==> config.mk <==
export PLATFORM = sky130hd
export DESIGN_NAME = rob_ctrl
export DESIGN_NICKNAME = d
export VERILOG_FILES = /design/src/rtl/rob_pkg.sv /design/src/rtl/rob_wrap_counter.sv /design/src/rtl/rob_ctrl.sv
export SDC_FILE = /design/constraint.sdc
export NUM_CORES = 1
export LEC_CHECK = 0
export CAP_MARGIN = 20
export CORE_AREA = 2 2 486 488
export DETAILED_ROUTE_END_ITERATION = 6
export DIE_AREA = 0 0 488 490
export HOLD_SLACK_MARGIN = 0.05
export PLACE_DENSITY_LB_ADDON = 0.1
export SETUP_SLACK_MARGIN = 0.15
export SYNTH_ARGS = -nofsm -noshare
export SYNTH_HDL_FRONTEND = slang
export SYNTH_SLANG_ARGS = --single-unit
export TNS_END_PERCENT = 10
==> constraint.sdc <==
create_clock -name clk -period 10.3 [get_ports clk]
set_clock_uncertainty 0.15 [all_clocks]
set_input_delay 2.06 -clock clk [delete_from_list [all_inputs] [get_ports clk]]
set_output_delay 2.06 -clock clk [all_outputs]
set_load 0.02 [all_outputs]
==> src/rtl/rob_pkg.sv <==
// Shared types and helpers for the reorder-buffer control slice.
// The typedefs describe the default 32-entry configuration.
package rob_pkg;

    localparam int unsigned rob_depth    = 32;
    localparam int unsigned rob_ptrwidth = $clog2(rob_depth);

    typedef logic [rob_ptrwidth-1:0] rob_ptr_t;
    typedef logic [rob_ptrwidth:0]   rob_cnt_t;

    // True when tag lies in the live window [head, head+count) modulo depth.
    function automatic logic in_window(int unsigned tag, int unsigned head,
                                       int unsigned count, int unsigned depth);
        return ((tag - head) & (depth - 1)) < count;
    endfunction

endpackage

==> src/rtl/rob_wrap_counter.sv <==
// Free-running pointer that wraps at 2**p_width, with synchronous clear.
module rob_WrapCounter #(
    parameter int p_width = 5
) (
    input  logic               clk,
    input  logic               rst,
    input  logic               en,
    input  logic               clr,
    output logic [p_width-1:0] q
);

    // NOTE: sequential state uses non-blocking (<=) so every flop samples pre-edge values.
    always_ff @(posedge clk or posedge rst) begin
        if (rst) begin
            q <= '0;
        end else if (clr) begin
            q <= '0;
        end else if (en) begin
            q <= q + p_width'(1);
        end
    end

endmodule

==> src/rtl/rob_ctrl.sv <==
// In-order allocate / out-of-order writeback / in-order retire control for the
// ROB register array. Owns head, tail and live count; the datapath owns data and occ.
module rob_ctrl
    import rob_pkg::*;
#(
    parameter int p_depth    = 32,
    parameter int p_ptrwidth = $clog2(p_depth),
    parameter int p_bitwidth = 32
) (
    input  logic                  clk,
    input  logic                  rst,
    input  logic                  flush,
    input  logic                  alloc_val,
    output logic                  alloc_rdy,
    output logic [p_ptrwidth-1:0] alloc_tag,
    input  logic                  wb_val,
    input  logic [p_ptrwidth-1:0] wb_tag,
    input  logic [p_bitwidth-1:0] wb_data,
    output logic                  wb_err,
    output logic                  commit_val,
    input  logic                  commit_rdy,
    output logic [p_ptrwidth-1:0] commit_tag,
    output logic [p_bitwidth-1:0] commit_data,
    output logic [p_ptrwidth:0]   count,
    output logic [p_depth-1:0]    wr_data,
    output logic [p_bitwidth-1:0] wr_data_in,
    input  logic [p_bitwidth-1:0] data_out [p_depth],
    output logic [p_depth-1:0]    clr_occ,
    input  logic [p_depth-1:0]    occ
);

    typedef logic [p_ptrwidth-1:0] ptr_t;
    typedef logic [p_ptrwidth:0]   cnt_t;

    ptr_t head;
    ptr_t tail;
    logic alloc_fire;
    logic commit_fire;
    logic wb_ok;

    // Full is judged on the registered count only; a same-cycle retire never frees a slot early.
    assign alloc_rdy   = !flush && (count != cnt_t'(p_depth));
    assign alloc_fire  = alloc_val && alloc_rdy;
    assign alloc_tag   = tail;

    assign commit_val  = !flush && (count != '0) && occ[head];
    assign commit_fire = commit_val && commit_rdy;
    assign commit_tag  = head;
    assign commit_data = data_out[head];

    assign wb_ok      = wb_val && !flush && !occ[wb_tag]
                      && in_window(32'(wb_tag), 32'(head), 32'(count), p_depth);
    assign wb_err     = wb_val && !flush && !wb_ok;
    assign wr_data_in = wb_data;

    // NOTE: defaults first so no path through this block leaves a strobe unassigned (no latch).
    always_comb begin
        wr_data = '0;
        clr_occ = '0;
        if (wb_ok) begin
            wr_data[wb_tag] = 1'b1;
        end
        if (flush) begin
            clr_occ = '1;
        end else if (commit_fire) begin
            clr_occ[head] = 1'b1;
        end
    end

    always_ff @(posedge clk or posedge rst) begin
        if (rst) begin
            count <= '0;
        end else if (flush) begin
            count <= '0;
        end else if (alloc_fire && !commit_fire) begin
            count <= count + cnt_t'(1);
        end else if (commit_fire && !alloc_fire) begin
            count <= count - cnt_t'(1);
        end
    end

    rob_WrapCounter #(.p_width(p_ptrwidth)) u_head (
        .clk (clk),
        .rst (rst),
        .en  (commit_fire),
        .clr (flush),
        .q   (head)
    );

    rob_WrapCounter #(.p_width(p_ptrwidth)) u_tail (
        .clk (clk),
        .rst (rst),
        .en  (alloc_fire),
        .clr (flush),
        .q   (tail)
    );

endmodule

==> results of run 1 <==
-- worst max-delay path: stages --
cell and delay (ps):
sky130_fd_sc_hd__clkdlybuf4s50_1 400, sky130_fd_sc_hd__buf_4 210, sky130_fd_sc_hd__inv_1 120, sky130_fd_sc_hd__ha_1 150, sky130_fd_sc_hd__inv_1 60, sky130_fd_sc_hd__fa_1 390, sky130_fd_sc_hd__a21o_1 170, sky130_fd_sc_hd__a21oi_1 180
sky130_fd_sc_hd__xnor2_1 140, sky130_fd_sc_hd__ha_1 260, sky130_fd_sc_hd__a21oi_1 170, sky130_fd_sc_hd__o221ai_1 190, sky130_fd_sc_hd__a2111oi_4 430, sky130_fd_sc_hd__and2_1 210, sky130_fd_sc_hd__nand2_1 230, sky130_fd_sc_hd__nor2_1 210
sky130_fd_sc_hd__clkdlybuf4s50_1 630
-- worst max path at each step --
stage,from,endpoint,slack [ps],cells after the start
floorplan,wb_tag[0],wr_data[16],3260,16
global placement,wb_tag[0],wr_data[14],1820,17
detailed placement,wb_tag[0],wr_data[14],1840,17
CTS,wb_tag[0],wr_data[14],1850,17
global route,wb_tag[0],wr_data[28],1540,17
finish,wb_tag[0],wr_data[14],1880,17
-- flip-flops by register name, indices dropped and copies added (netlist names) --
register and cells:
count 6, u_head.q 5, u_tail.q 5
-- area by class of cell --
cell class,count,share of cell area [%]
sequential,16,1.59
multi-input combinational,735,35.9
antenna,17,0.164
clock buffer,4,0.342
tap,3150,15.2
timing repair buffer,1214,46.6
inverter,18,0.279
-- logic make-up after synthesis --
kind of cell,count (synthesis),share of synthesized area [%]
buf+inv,159,7.79
xor+xnor,15,1.32
simple gates,190,8.02
fa+ha+maj,19,2.40
compound gates,168,11.7
mux,343,65.0
flops,16,3.81
-- stage by stage --
stage          worst slack [ps]  cells  total power [mW]  util (%)
2_1_floorplan              3260    910              1.29         -
3_3_place_gp               1820   5133              2.39      11.0
5_1_grt                    1540   5141              2.55      11.1
6_report                   1880   5154              2.36      11.1
4_1_cts                    1850   5137              2.47      11.1
3_5_place_dp               1840   5133              2.38      11.0
-- cell usage after synthesis, types with 9 or more instances --
cell	number
sky130_fd_sc_hd__a21oi_1	24
sky130_fd_sc_hd__a22oi_1	38
sky130_fd_sc_hd__buf_1	10
sky130_fd_sc_hd__buf_2	22
sky130_fd_sc_hd__buf_4	46
sky130_fd_sc_hd__clkbuf_1	60
sky130_fd_sc_hd__dfrtp_1	16
sky130_fd_sc_hd__ha_1	17
sky130_fd_sc_hd__inv_1	16
sky130_fd_sc_hd__mux2i_1	67
sky130_fd_sc_hd__mux4_2	271
sky130_fd_sc_hd__nand2_1	89
sky130_fd_sc_hd__nand3_1	9
sky130_fd_sc_hd__nor2_1	52
sky130_fd_sc_hd__o2111ai_1	12
sky130_fd_sc_hd__o211ai_1	13
sky130_fd_sc_hd__o21ai_0	24
sky130_fd_sc_hd__o22a_1	13
sky130_fd_sc_hd__o31ai_1	9
sky130_fd_sc_hd__xnor2_1	9
-- routing by layer --
layer | routed length, um | track usage, % | vias up
met5 | 514 | 0 | -
met4 | 2150 | 1.35 | 76
met3 | 14200 | 4.66 | 166
met2 | 76700 | 22.0 | 833
met1 | 51600 | 12.0 | 6825
li1 | - | - | 6012
-- power by group --
group | switching (mW) | internal (mW) | leakage, nW | total (mW)
Combinational | 0.977 | 1.16 | 7.62 | 2.14
Sequential | 0.0605 | 0.0747 | 0.208 | 0.135
Clock | 0.0289 | 0.0592 | 0.0443 | 0.0881
Total | 1.07 | 1.30 | 7.87 | 2.36
==> metrics.md, run 1 <==
| Metric | Value |
|---|---|
| Routed length per placed instance | about 28 um |
| Status | finished, final reports clean |
| Via count | ~14,000 |
| Avg Inst Size Synth | roughly 12 sq um |
| DR iter-0 viols | 565 |
| Hold Crit Class | register to register |
| Critical Path Source Type | input pin |
| Fin. Hold Viols | 0 |
| Startpoint of the worst register-to-register path | u_head.q[2] |
| Core Box Area | ~230,000 sq um |
| IO Pins | 1,246 |
| Area added between synthesis and finish | 147% |
| Root Buffer Master | sky130_fd_sc_hd__clkbuf_16 |
| Transition time at the pin with the least slew margin | ~980 ps |
| TritonCTS clock tree | done |
| Async set or reset register ratio after synthesis | 100% |
| Global route total overflow | 0 |
| Worst min-delay path startpoint | u_tail.q[4] |
| Max-cap violations | 0 |
| CTS hold repair buffers | 0 |
| Number of buffers created by CTS | 3 |
| FF+latch count, synth | 16 |
| Die width | 488 um |
| Final wirelength | between 100,000 and 150,000 um |
| Number of antenna violations at the first check in global routing | 100 |
| Area of all sequential standard cells | ~410 sq um |
| Post-synth top flop | sky130_fd_sc_hd__dfrtp_1 |
| Number of cells on the worst reg-to-reg path | 14 |
| Yosys warning total | 0 |
| Placement Cell Area | around 26,000 sq um |
| Final critical-path share of the clock period | around 80% |
| Setup TNS | 0 ps |
| Final HPWL DP | 130,000 um |
| Number of input and output port buffers inserted | roughly 1,200 |
| Number of clock sinks seen by CTS | 16 |
| Capture endpoint of the worst hold path | u_tail.q[4] |
| Final ANT Viol Nets | 0 |
| Effective utilization at floorplan | about 4.5% |
| Die ar. | ~240,000 sq um |
| Gates resized, CTS repair | 0 |
| Layout fillers | 26,800 |
| Pin count of the biggest net entering global routing | slightly below 80 |
| Routability-driven placement congestion ratio | roughly 0.79 |
| Net count of the finished layout | a little over 3,000 |
| Number of buffers on the longest clock path | 2 |
| Highest attainable clock frequency | between 100 and 150 MHz |
| Clock input transition at the sequential cells of the worst setup and hold paths | roughly 50 ps |
| RR Endpoint | count[5] |
| Kind of end point of the critical path | primary output |
| Portion of the post-synthesis area used by sequential elements | 3.81% |
| Wire length of the first global-routing pass | roughly 180,000 um |
| Worst path arrival time | 6210 ps |
| Most frequent cells in the layout | sky130_fd_sc_hd__clkdlybuf4s50_1, sky130_fd_sc_hd__mux4_2, sky130_fd_sc_hd__nand2_1, sky130_fd_sc_hd__mux2i_1, sky130_fd_sc_hd__nor2_1 |
| Worst skew pair latency | around 250 ps |
| Worst VDD drop | roughly 0.10 mV |
| Area taken by multi-input logic gates | ~9300 sq um |
| Most area-consuming cells after synthesis | sky130_fd_sc_hd__mux4_2, sky130_fd_sc_hd__mux2i_1, sky130_fd_sc_hd__dfrtp_1, sky130_fd_sc_hd__buf_4, sky130_fd_sc_hd__nand2_1 |
| Dominant cell type by area after synthesis | sky130_fd_sc_hd__mux4_2 |
| Distinct cell type count of the synthesized netlist | between 50 and 60 |
| Worst Path Max Fanout | 11 |
| Most common library cell in the layout ignoring fill and taps | sky130_fd_sc_hd__clkdlybuf4s50_1 |
| Fraction of final layout cells with drive strength greater than 1 | ~17% |
| Data required time of the worst path | 8090 ps |
| Area of the mapped netlist | around 11,000 sq um |
| H-Tree Level Count | 1 |
| Worst-case headroom to the max-slew limit | between 30% and 40% |
| Fin. max-slew vios | 0 |
| Time the worst path needs with I/O delays and setup | ~8400 ps |
| Cells after synthesis | just over 900 |
| Final instance area | about 26,000 sq um |
| Setup-violating endpoint count in the final report | 0 |
| Worst setup slack for register-to-register paths | approximately 5000 ps |
| Leakage Power | around 8 nW |
| PD cells | approximately 90 nW/um^2 |
| Vias in the first global route | roughly 16,000 |
| Total global routing track utilization | 11.6% |
| Detailed-route vias per instance | roughly 2.7 |
| Post-CTS Setup Inserts | 0 |
| Worst Setup Path Type | input pin to primary output |
| Count of flip-flops with a built-in enable after synthesis | 0 |
| Hold Crit Depth | 2 |
| Smallest hold slack | ~400 ps |
| Synthesized netlist net count | between 2,000 and 2,500 |
| Vertical die dimension | 490 um |
| Unrepaired setup endpoints after global routing | false |
| Area share of the largest cell type after synthesis | approximately three fifths |
| Number of detailed-route iterations in the first pass | 4 |
| # rows | ~180 |
| DRC Markers | 0 |
No activity file was read; power rests on OpenSTA's default activity.
==> run 2, diff against run 1 <==
Settings changed: CORE_AREA 2 2 486 488 to 2 2 488 490, DIE_AREA 0 0 488 490 to 0 0 490 492.
Clock period 10.3 ns to 8.6 ns, I/O delays scaled along.
==> run 2 against run 1 <==
Effect of this change: first-iteration DRC count shrank 19%; critical path type unchanged; highest routed layer unchanged; via count grew 0.21%; cell count grew 0.31%; largest cell class unchanged.
==> metrics.md, run 2 (synthesis gave the netlist of run 1 again) <==
| Metric | Value |
|---|---|
| Status | finished, final reports clean |
| Internal power | 1.55 mW (+20%) |
| Worst path arrival time | 5620 ps (-590 ps) |
| Final instance area | 26,000 sq um (+0.19%) |
| Unrepaired setup endpoints after global routing | false |
| Reg power frac | 5.2% (-0.5 points) |
| Delay of the slowest cell on the worst path | 770 ps (+140 ps) |
| Cell with the largest stage delay on the worst path | sky130_fd_sc_hd__clkdlybuf4s50_1 |
| Critical Path Source Type | input pin |
| Utilization after layout | 11.0% (-0.083 points) |
| Final HPWL DP | 130,000 um (about the same) |
| Regs by FF count | count (6), u_head.q (5), u_tail.q (5) |
| Critical path cell sequence | clkdlybuf4s50_1 -> ha_1 -> a21o_1 -> a21oi_1 -> xnor2_1 -> ha_1 -> a21oi_1 -> o221ai_1 -> a2111oi_4 -> and2_1 -> nand2b_1 -> nor2_1 -> clkdlybuf4s50_1 |
| Number of detailed-route iterations in the first pass | 5 (+1) |
| Fin. Hold Viols | 0 (unchanged) |
| DRC Markers | 0 (unchanged) |
| IO Pins | 1,246 (unchanged) |
| Net count of the finished layout | 3,108 (+0.064%) |
| Via count | 13,900 (+0.21%) |
| Detailed-route vias per instance | 2.70 (-0.10%) |
| Global route total overflow | 0 (unchanged) |
| Placement Cell Area | 25,900 sq um (+0.26%) |
| Most frequent cells in the layout | sky130_fd_sc_hd__clkdlybuf4s50_1, sky130_fd_sc_hd__mux4_2, sky130_fd_sc_hd__nand2_1, sky130_fd_sc_hd__mux2i_1, sky130_fd_sc_hd__nor2_1 |
| Vertical die dimension | 492 um (+0.41%) |
| Number of buffers created by CTS | 3 (unchanged) |
| Area of all sequential standard cells | 414 sq um (unchanged) |
| Number of antenna violations at the first check in global routing | 86 (-14%) |
| Setup TNS | 0 ps (unchanged) |
| Data required time of the worst path | 6730 ps (-1360 ps) |
| CTS hold repair buffers | 0 (unchanged) |
| PD cells | 108 nW/um^2 (+18%) |
| Area added between synthesis and finish | 148% |
| Worst-case headroom to the max-slew limit | 27.7% (-5.3 points) |
| Final critical-path share of the clock period | around 87% |
| Routed length per placed instance | 28.1 um (about the same) |
| Gates resized, CTS repair | 0 (unchanged) |
| Most common library cell in the layout ignoring fill and taps | sky130_fd_sc_hd__clkdlybuf4s50_1 |
| Worst skew pair latency | 250 ps (about the same) |
| Final ANT Viol Nets | 0 (unchanged) |
| Routability-driven placement congestion ratio | 0.776 (-1.6%) |
| Total global routing track utilization | 11.6% (about the same) |
| Die width | 490 um (+0.41%) |
| DR iter-0 viols | 455 (-19%) |
| Net Switching | 1.25 mW (+17%) |
| Number of input and output port buffers inserted | 1,181 (unchanged) |
| Fraction of final layout cells with drive strength greater than 1 | 17.0% (-0.017 points) |
| Effective utilization at floorplan | 4.45% (-0.042 points) |
| Core Box Area | 236,000 sq um (+0.94%) |
| Post-CTS Setup Inserts | 0 (unchanged) |
| Number of flip-flops under the largest register name | 6 (unchanged) |
| Worst VDD drop | 0.0933 mV (-6.8%) |
| Wire length of the first global-routing pass | 182,000 um (+1.3%) |
| Leakage Power | 7.88 nW (+0.13%) |
| Number of buffers on the longest clock path | 2 (unchanged) |
| Worst Path Max Fanout | 12 (+1) |
| TritonCTS clock tree | done |
| H-Tree Level Count | 1 (unchanged) |
| Portion of total power attributed to combinational logic | 91.4% (+0.9 points) |
| Number of clock sinks seen by CTS | 16 (unchanged) |
| Highest attainable clock frequency | ~130 MHz |
| Layout fillers | 27,100 (+0.88%) |
| Clock power share | 3.4% (-0.3 points) |
| Time the worst path needs with I/O delays and setup | ~7500 ps |
| # rows | 179 (+0.56%) |
| Vias in the first global route | 15,800 (+0.58%) |
| Kind of end point of the critical path | primary output |
| Fin. max-slew vios | 0 (unchanged) |
| Clock input transition at the sequential cells of the worst setup and hold paths | 50 ps (about the same) |
| Final wirelength | 146,000 um (+0.27%) |
| Largest register by flop count | count |
| Pin count of the biggest net entering global routing | 92 (+18%) |
| Root Buffer Master | sky130_fd_sc_hd__clkbuf_16 |
| Hold Crit Class | register to register |
| Die ar. | 241,000 sq um (+0.82%) |
| Worst Setup Path Type | input pin to primary output |
| Setup-violating endpoint count in the final report | 0 (unchanged) |
| Max-cap violations | 0 (unchanged) |
| Net Sw Frac | 44.6% (-0.58 points) |
| Transition time at the pin with the least slew margin | 1080 ps (+107 ps) |
| Area taken by multi-input logic gates | 9320 sq um (about the same) |
[run 2: cell type report]
class	instances	area share [%]
clock buffers	4	0.303
inverters	18	0.279
repair buffers	1216	46.7
multi-input cells	735	35.8
diodes	14	0.135
flip-flops and latches	16	1.59
well taps	3167	15.2
[run 2: worst max-delay path, delay by kind of cell]
family,cells,cell delay (ps)
xor gates and xnor gates,1,140
and+or+nand+nor,3,600
buffers and inverters,2,1390
AOI/OAI and AO/OA,5,1140
adders and majority gates,2,610
[run 2: routing by layer]
layer	share of wire (%)	up-vias	GRT usage [%]	wire [um]
li1	-	6011	-	-
met1	37	6920	12.4	53600
met2	54	824	22.5	78600
met3	8.0	136	3.90	11700
met4	0.94	50	0.655	1370
met5	0.23	-	0	330
[run 2: path summary, 6_finish.rpt]
check,cells past startpoint,from,slack (ps),end
setup reg to reg,14,u_head.q[0],3680,count[5]
max in group asynchronous,2,rst,6040,u_head.q[1]
hold / removal,2,u_tail.q[4],400,u_tail.q[4]
min in group asynchronous,2,rst,1740,count[3]
hold reg to reg,2,u_tail.q[4],400,u_tail.q[4]
setup / recovery,13,wb_tag[2],1110,wr_data[16]
[run 2: metrics by stage]
step / total power, mW / std cells / setup WS (ps) / hold WS [ps]
final: 2.80 / 5170 / 1110 / 403
after global routing: 3.03 / 5156 / 829 / 438
after CTS: 2.93 / 5156 / 1090 / 422
after detailed placement: 2.82 / 5152 / 1080 / 410
after global placement: 2.84 / 5151 / 1030 / 391
after floorplan: 1.55 / 910 / 2240 / 490
[run 2: power by group through the flow]
stage / combinational, mW / sequential [mW] / clock (mW)
after floorplan: 1.43 / 0.122 / 0
after global placement: 2.69 / 0.155 / 0
after detailed placement: 2.67 / 0.154 / 0
after CTS: 2.68 / 0.153 / 0.0980
after global routing: 2.77 / 0.156 / 0.103
final: 2.56 / 0.147 / 0.0950
